**src/rtl/debounce_pkg.sv**
```systemverilog
// Shared types and helpers for the push-button conditioning logic.
// State encoding is Gray-ordered so the FSM steps through 00/01/11/10.
package debounce_pkg;

  typedef enum logic [1:0] {
    STABLE_LO = 2'b00,
    WAIT_HI   = 2'b01,
    STABLE_HI = 2'b11,
    WAIT_LO   = 2'b10
  } state_t;

  // Width for a counter that must hold the value n without wrapping.
  function automatic int cnt_width(input int n);
    return $clog2(n) + 1;
  endfunction

endpackage

```
**src/rtl/sync_chain.sv**
```systemverilog
// Single-bit multi-flop synchroniser for an asynchronous input.
// Output is the input delayed by STAGES clock edges; reset clears the chain.
module sync_chain #(
  parameter int STAGES = 2
) (
  input  logic clk,
  input  logic rst,
  input  logic d,
  output logic q
);

  logic [STAGES-1:0] sync_q;

  // NOTE: sequential state uses non-blocking assignments so every flop samples the pre-edge value.
  always_ff @(posedge clk) begin
    if (rst) begin
      sync_q <= '0;
    end else begin
      sync_q <= {sync_q[STAGES-2:0], d};
    end
  end

  assign q = sync_q[STAGES-1];

endmodule

```
**src/rtl/button_debounce.sv**
```systemverilog
// Push-button conditioner: synchronise, debounce, and emit level plus press/release strobes.
// Optional long-press strobe is compiled in with `define BUTTON_DEBOUNCE_LONG_PRESS_EN.
module button_debounce
  import debounce_pkg::*;
#(
  parameter int SYNC_STAGES     = 2,
  parameter int DEBOUNCE_CYCLES = 16,
  parameter int LONG_CYCLES     = 64
) (
  input  logic clk,
  input  logic rst,
  input  logic btn_raw,
  output logic btn_level,
  output logic btn_press,
  output logic btn_release,
  output logic btn_long
);

  localparam int CW = cnt_width(DEBOUNCE_CYCLES);

  if (SYNC_STAGES < 2) begin : g_bad_sync
    $error("button_debounce: SYNC_STAGES must be >= 2");
  end
  if (DEBOUNCE_CYCLES < 2) begin : g_bad_debounce
    $error("button_debounce: DEBOUNCE_CYCLES must be >= 2");
  end
  if (LONG_CYCLES < 1) begin : g_bad_long
    $error("button_debounce: LONG_CYCLES must be >= 1");
  end

  logic          btn_s;
  state_t        state, state_n;
  logic [CW-1:0] cnt, cnt_n;
  logic          level_n, press_n, release_n;

  sync_chain #(.STAGES(SYNC_STAGES)) u_sync (
    .clk (clk),
    .rst (rst),
    .d   (btn_raw),
    .q   (btn_s)
  );

  always_ff @(posedge clk) begin
    if (rst) begin
      state       <= STABLE_LO;
      cnt         <= '0;
      btn_level   <= 1'b0;
      btn_press   <= 1'b0;
      btn_release <= 1'b0;
    end else begin
      state       <= state_n;
      cnt         <= cnt_n;
      btn_level   <= level_n;
      btn_press   <= press_n;
      btn_release <= release_n;
    end
  end

  // The counter only ever counts agreement with the candidate level; any state change clears it.
  always_comb begin
    // NOTE: defaults first so no path through the case leaves a signal unassigned (no latch).
    state_n = state;
    cnt_n   = cnt;
    case (state)
      STABLE_LO: begin
        if (btn_s) begin
          state_n = WAIT_HI;
          cnt_n   = CW'(1);
        end
      end
      WAIT_HI: begin
        if (!btn_s) begin
          state_n = STABLE_LO;
          cnt_n   = '0;
        end else if (cnt == CW'(DEBOUNCE_CYCLES - 1)) begin
          state_n = STABLE_HI;
          cnt_n   = '0;
        end else begin
          cnt_n = cnt + CW'(1);
        end
      end
      STABLE_HI: begin
        if (!btn_s) begin
          state_n = WAIT_LO;
          cnt_n   = CW'(1);
        end
      end
      WAIT_LO: begin
        if (btn_s) begin
          state_n = STABLE_HI;
          cnt_n   = '0;
        end else if (cnt == CW'(DEBOUNCE_CYCLES - 1)) begin
          state_n = STABLE_LO;
          cnt_n   = '0;
        end else begin
          cnt_n = cnt + CW'(1);
        end
      end
      default: begin
        state_n = STABLE_LO;
        cnt_n   = '0;
      end
    endcase
  end

  // Level follows the accepted side; strobes fire only on an accepted transition, not on bounce.
  always_comb begin
    level_n   = (state_n == STABLE_HI) || (state_n == WAIT_LO);
    press_n   = (state == WAIT_HI) && (state_n == STABLE_HI);
    release_n = (state == WAIT_LO) && (state_n == STABLE_LO);
  end

`ifdef BUTTON_DEBOUNCE_LONG_PRESS_EN
  localparam int HW = cnt_width(LONG_CYCLES);

  logic [HW-1:0] hold_cnt;

  // Saturating at LONG_CYCLES makes the strobe fire once per stay in STABLE_HI.
  always_ff @(posedge clk) begin
    if (rst || (state != STABLE_HI)) begin
      hold_cnt <= '0;
      btn_long <= 1'b0;
    end else if (hold_cnt != HW'(LONG_CYCLES)) begin
      hold_cnt <= hold_cnt + HW'(1);
      btn_long <= (hold_cnt == HW'(LONG_CYCLES - 1));
    end else begin
      btn_long <= 1'b0;
    end
  end
`else
  assign btn_long = 1'b0;
`endif

endmodule
```
**config.mk**
```make
export PLATFORM = sky130hd
export DESIGN_NAME = button_debounce
export DESIGN_NICKNAME = d
export VERILOG_FILES = /design/src/rtl/debounce_pkg.sv /design/src/rtl/sync_chain.sv /design/src/rtl/button_debounce.sv
export SDC_FILE = /design/constraint.sdc
export NUM_CORES = 1
export LEC_CHECK = 0
export ABC_CLOCK_PERIOD_IN_PS = 2550
export CAP_MARGIN = 10
export CORE_AREA = 4 4 41 43
export DETAILED_ROUTE_END_ITERATION = 10
export DIE_AREA = 0 0 45 47
export PLACE_DENSITY = 0.77
export SETUP_SLACK_MARGIN = 0.5
export SYNTH_ARGS = -nofsm -noshare
export SYNTH_HDL_FRONTEND = slang
export SYNTH_SLANG_ARGS = --single-unit
```
**constraint.sdc**
```tcl
create_clock -name clk -period 2.55 [get_ports clk]
set_input_delay 0.6375 -clock clk [delete_from_list [all_inputs] [get_ports clk]]
set_output_delay 0.6375 -clock clk [all_outputs]
set_load 0.01 [all_outputs]
```
---- Word level (Yosys, flattened, before mapping) ----
Index checks and enable logic that the tools add are counted.
word-level totals
  input port bits ......................... 3
  output and inout bits ................... 4
  register bits after elaboration ......... 12
cells by class
  mux-type cells .......................... 13
  equal/unequal tests ..................... 8
  reductions and logical operators ........ 6
  add/sub/neg operators ................... 1
operators by type and width
  operator                                                count
  two-way mux 5 bit                                       5
  one-hot mux 5 bit (4 select lines)                      1
  two-way mux 2 bit                                       6
  equality test 2 bit (second input constant)             4
  one-hot mux 2 bit (4 select lines)                      1
  adder 5 x 1 -> 5 bit (second input constant)            1
  equality test 5 x 4 -> 1 bit (second input constant)    1
  zero test 2 bit                                         2
  equality test 2 x 1 -> 1 bit (second input constant)    1
  logical AND 1 bit                                       2
  inequality test 2 x 1 -> 1 bit (second input constant)  1
  inequality test 2 bit (second input constant)           1
  AND reduction 2 bit                                     1
  logical OR 1 bit                                        1

---- Logic depth before layout (Yosys ltp) ----
  depth in word-level cells ............... 6
  gate-level depth with buffers ........... 6

---- By module ----
Synthesis repeated with hierarchy kept, for this count alone.
unflattened totals
  cell total of the unflattened synthesis .. 73
  area total of the unflattened synthesis .. 699.4 sq um
modules (own cells, without submodules)
  module           cells each  area each (sq um)  times used  sequential area each (sq um)
  button_debounce  69          646.9              1           200.2
  sync_chain       4           52.6               1           40.0

---- Least setup slack after synthesis ----
No wires, ideal clock.
  path type ............................... register to register
  start point ............................. register state[0]
  end point ............................... register btn_press
  setup slack ............................. 901 ps
  stages on the path, launching flop included .. 7
  buffers on the path ..................... 0
  library setup time ...................... 115 ps
  period minus slack after synthesis ...... 1649 ps
  required time ........................... 2435 ps
  arrival ................................. 1533 ps
  path through ............................ dfxtp_1 inv_1 ha_1 a211o_2 a221oi_2 nor4b_2 and3_1
on the way
  cells in the longest elaborated chain, start to end .. 5
ends and longest elaborated chain
  what                                         line                                          source
  start, declared                              button_debounce.sv:32                         state_t state, state_n;
  start signal, assigned                       button_debounce.sv:51                         state <= state_n;
  two-way mux 2 bit, on equally long branches  button_debounce.sv:92, button_debounce.sv:75
  two-way mux 2 bit, on equally long branches  button_debounce.sv:89, button_debounce.sv:72
  one-hot mux 2 bit (4 select lines)           button_debounce.sv:64                         case (state)
  equality test 2 bit                          button_debounce.sv:109                        press_n = (state == WAIT_HI) && (state_n == STABLE_HI);
  logical AND 1 bit *                          button_debounce.sv:109
  end signal, assigned                         button_debounce.sv:54                         btn_press <= press_n;
  end, declared                                button_debounce.sv:14                         output logic btn_press,
Mark *: on every way between the ends. The rest lies on a longest branch, timed or not.
A chain may end at the register's enable or synchronous reset.

---- Final worst setup path ----
Ends and elaborated chain as after synthesis.

==> results.md <==
Route:
- The total wire length after detailed routing is 1.230 mm.
- The mean number of vias per cell is 5.753.
- Once detail routing completed, the nets flagged for antenna violations numbered 0.
- The first detailed-routing pass ran for 4 iterations.
- The routed wirelength normalized by instance count is 13.23 um.
- The number of design-rule violations left by the first detailed-router iteration is 12.
- Across all layers, the routed design uses 535 vias.
- For this run, design rule violations remaining after detail routing come to 0.

Yosys:
- The total of warnings raised by yosys is 0.
- The number of nets in the synthesized netlist is 81.
- After synthesis, the share of flip-flops with an asynchronous set or reset is 0%.
- The total standard cell area after synthesis is 690.7 um2.
- The most area-hungry cell type in the Yosys netlist is sky130_fd_sc_hd__dfxtp_1.
- The synthesis-stage register bit count is 12.
- The sequential share of the synthesized area is 34.78%.
- The top flip-flop cell by instance count after synthesis is sky130_fd_sc_hd__dfxtp_1.
- The fraction of post-synthesis cell area in the top cell type by area is 34.78%.
- The post-synthesis area per instance is 9.593 um2.
- In the post-synthesis netlist, the biggest area contributors are sky130_fd_sc_hd__dfxtp_1 35%, sky130_fd_sc_hd__ha_1 11%, sky130_fd_sc_hd__o21ai_0 4.3%.
- Counting every instance in the synthesized netlist gives 72.
- Yosys mapped a number of flops with a built-in enable equal to 0.
- The distinct cell type count of the synthesized netlist is 32.

Power and ir drop:
- The worst-case IR drop observed on VDD is 0.4321 mV.
- The analysis attributes to cell leakage a power of 0.2831 nW.
- Summing internal, switching and leakage power gives 532.7 uW.
- The power density normalized to cell area is 685.6 nW/um2.

Die:
- Pin placement for this block handled 7 I/O pins.
- The overall die width is 45 um.
- The total number of placement rows is 13.
- The die is 47 um tall.
- The effective utilization at floorplan is 53.08%.
- The area of the die is 2115 um2.
- The core region area is 1301 um2.

Clocking:
- No sink is reached through more buffers than the 2 on the longest clock path.
- The number of H-tree levels is 1.
- In this run, post-CTS hold repair placed 0 buffers.
- Gates resized during post-CTS repair numbered 0.
- The register clock-pin slew on the reported worst setup and hold paths is 0.08 ns.
- The clock drives 12 sinks.
- The insertion delay to the later sink of the worst-skew pair is 0.28 ns.
- The CTS tree is done.
- CTS placed an instance of sky130_fd_sc_hd__clkbuf_4 at the clock tree root.
- After clock tree synthesis, the setup repair step added 0 buffers.
- The TritonCTS buffer count is 3.

Timing:
- Setup repair after global routing left no endpoint under its margin.
- The post-layout worst setup margin is 0.7429 ns.
- The final worst clock skew is 0.01170 ns.
- The aggregate negative setup slack is 0 ns.
- Subtracting the final worst setup slack from the clock period gives 1.807 ns.
- The total count of hold-check failures in the final report is 0.
- The part of the cycle the worst path needs is 70.87%.
- The maximum frequency from static timing analysis is 553.4 MHz.
- The number of pins exceeding their max-slew limit in the final report is 0.
- The number of setup violations in the final report is 0.

Place:
- At the end of routability-driven placement, the weighted congestion stood at 0.8409.
- The final HPWL from detailed placement is 917.2 um.
- The area after detailed placement is 740.7 um2.
- The count of input and output buffers is 5.
- The placed cell count is 89.
- OpenSTA, run right after detailed placement, puts the worst setup slack at 0.7060 ns.

GRT:
- Entering global routing, the biggest net connects 14 pins.
- For met2 alone, demand over resource in global routing was 21.75%.
- For met1 alone, demand over resource in global routing was 19.03%.
- The via count of the first global-routing pass was 501.
- The number of antenna violations at the first check in global routing came to 0.
- The overall overflow remaining after global route is 0.
- The wire length of the first global-routing pass is 2.221 mm.
- For this run, the total global-route usage over all layers was measured as 14.80%.
- The met3 track demand over resource is 4.598%.
- In this run the most used layer during global routing was met2.

Run:
- Across the run, the number of max-cap violations was 0.

Final layout:
- The final design instance area without fill is 777.0 um2.
- The antenna cell count is 0.
- The fraction of final layout cells sized beyond drive strength 1 is 15.38%.
- The sequential cells in the finished layout cover a total of 240.2 um2.
- The number of nets in the layout is 88.
- After filler insertion, the fill cell instance count of the layout stands at 123.
- From synthesis to final layout, the design area changed by 12.50%.
- The final non-filler cell total is 93.
- In the final layout, the multi-input gates occupy 424.2 um2.

Critical path:
- The delay of the slowest cell on the worst path is 0.41 ns.
- The required arrival time at the worst endpoint is 2.73 ns.
- The arrival time reported for the critical path endpoint is 1.99 ns.
- The startpoint class of the critical path is a flip-flop.
- The signal on the critical path passes through inv_1 > ha_1 > a211o_2 > a221oi_2 > nor4b_2 > and3_1.
- The worst setup path is of the reg -> reg kind.
- Of all nets on the critical path, the largest fanout is 6.
- The largest individual stage delay along the critical path comes from the cell sky130_fd_sc_hd__dfxtp_1.
- STA classifies the critical path endpoint as a flip-flop.

Run status:
- The flow ran to the end, and the final reports show no timing, DRC or antenna violations.

Hold path:
- The min-delay analysis places its worst path in the category reg -> reg.
layout make-up:
type,count,area share (%)
inverter,2,0.9662
sequential,12,30.92
tap,15,2.415
timing repair buffer,5,6.441
multi-input combinational,55,54.59
clock buffer,4,4.670
placed cells by master, fill, tap and decap left out, types with 3 or more instances in the layout:
cell type,n
sky130_fd_sc_hd__nand4_1,3
sky130_fd_sc_hd__o21ai_0,6
sky130_fd_sc_hd__nand3_1,4
sky130_fd_sc_hd__dfxtp_1,12
sky130_fd_sc_hd__nand2_1,3
sky130_fd_sc_hd__ha_1,6
sky130_fd_sc_hd__clkbuf_4,3
sky130_fd_sc_hd__a21oi_1,3
sky130_fd_sc_hd__clkdlybuf4s50_1,5
sky130_fd_sc_hd__nor2b_1,4
worst max-delay path: cells and delay by family (launching register included):
family / cells / cell delay [ns]
AO/OA/AOI/OAI: 2 / 0.63
adder cells (fa/ha/maj): 1 / 0.28
buffers and inverters: 1 / 0.11
flip-flops: 1 / 0.41
AND/OR/NAND/NOR: 2 / 0.29
cells in the mapped netlist (2+ instances only):
cell type                  instances
sky130_fd_sc_hd__nor2b_1           4
sky130_fd_sc_hd__nand2_1           3
sky130_fd_sc_hd__ha_1              6
sky130_fd_sc_hd__nor3_2            2
sky130_fd_sc_hd__dfxtp_1          12
sky130_fd_sc_hd__nand4_1           3
sky130_fd_sc_hd__nand3_1           4
sky130_fd_sc_hd__a31oi_1           2
sky130_fd_sc_hd__buf_4             2
sky130_fd_sc_hd__a21oi_1           3
sky130_fd_sc_hd__nor3b_1           2
sky130_fd_sc_hd__nand4b_1          2
sky130_fd_sc_hd__mux2i_1           2
sky130_fd_sc_hd__inv_1             2
sky130_fd_sc_hd__o21ai_0           6
worst paths after layout:
kind / startpoint / endpoint / slack, ns / depth (start not counted)
hold reg to reg: u_sync.sync_q[0]$_SDFF_PP0_ / u_sync.sync_q[1]$_SDFF_PP0_ / 0.43 / 1
setup reg to reg: state[0]$_SDFF_PP0_ / btn_press$_SDFF_PP0_ / 0.74 / 6
hold / removal: u_sync.sync_q[0]$_SDFF_PP0_ / u_sync.sync_q[1]$_SDFF_PP0_ / 0.43 / 1
setup / recovery: state[0]$_SDFF_PP0_ / btn_press$_SDFF_PP0_ / 0.74 / 6
kinds of logic after synthesis:
group / after synthesis / synth area share (%)
other: 1 / 0.5430
adder cells (fa/ha/maj): 6 / 10.87
AO/OA/AOI/OAI: 17 / 16.67
multiplexers: 3 / 5.072
buffers and inverters: 5 / 3.804
flip-flops: 12 / 34.78
AND/OR/NAND/NOR: 28 / 28.26
sequential cells by signal, summed over array words and instances (netlist names):
register       cells
btn_press          1
cnt                5
btn_release        1
btn_level          1
u_sync.sync_q      2
state              2
report_power, final:
part	switching, mW	total (mW)	internal (mW)
Combinational	0.0865	0.160	0.0740
Sequential	0.0149	0.219	0.204
Clock	0.0661	0.153	0.0868
Total	0.167	0.533	0.365
routing by layer:
layer	wire, um	up-vias
li1	-	279
met1	628	239
met2	532	13
met3	44	4
met4	23	0
met5	0	-
through the flow:
| stage | hold slack, ns | util [%] |
|---|---|---|
| floorplan | 0.4138 | - |
| global placement | 0.4188 | 56.92 |
| detailed placement | 0.4365 | 56.92 |
| CTS | 0.4456 | 59.71 |
| global route | 0.4548 | 59.71 |
| finish | 0.4343 | 59.71 |
Power figures use the tool's default switching activity.
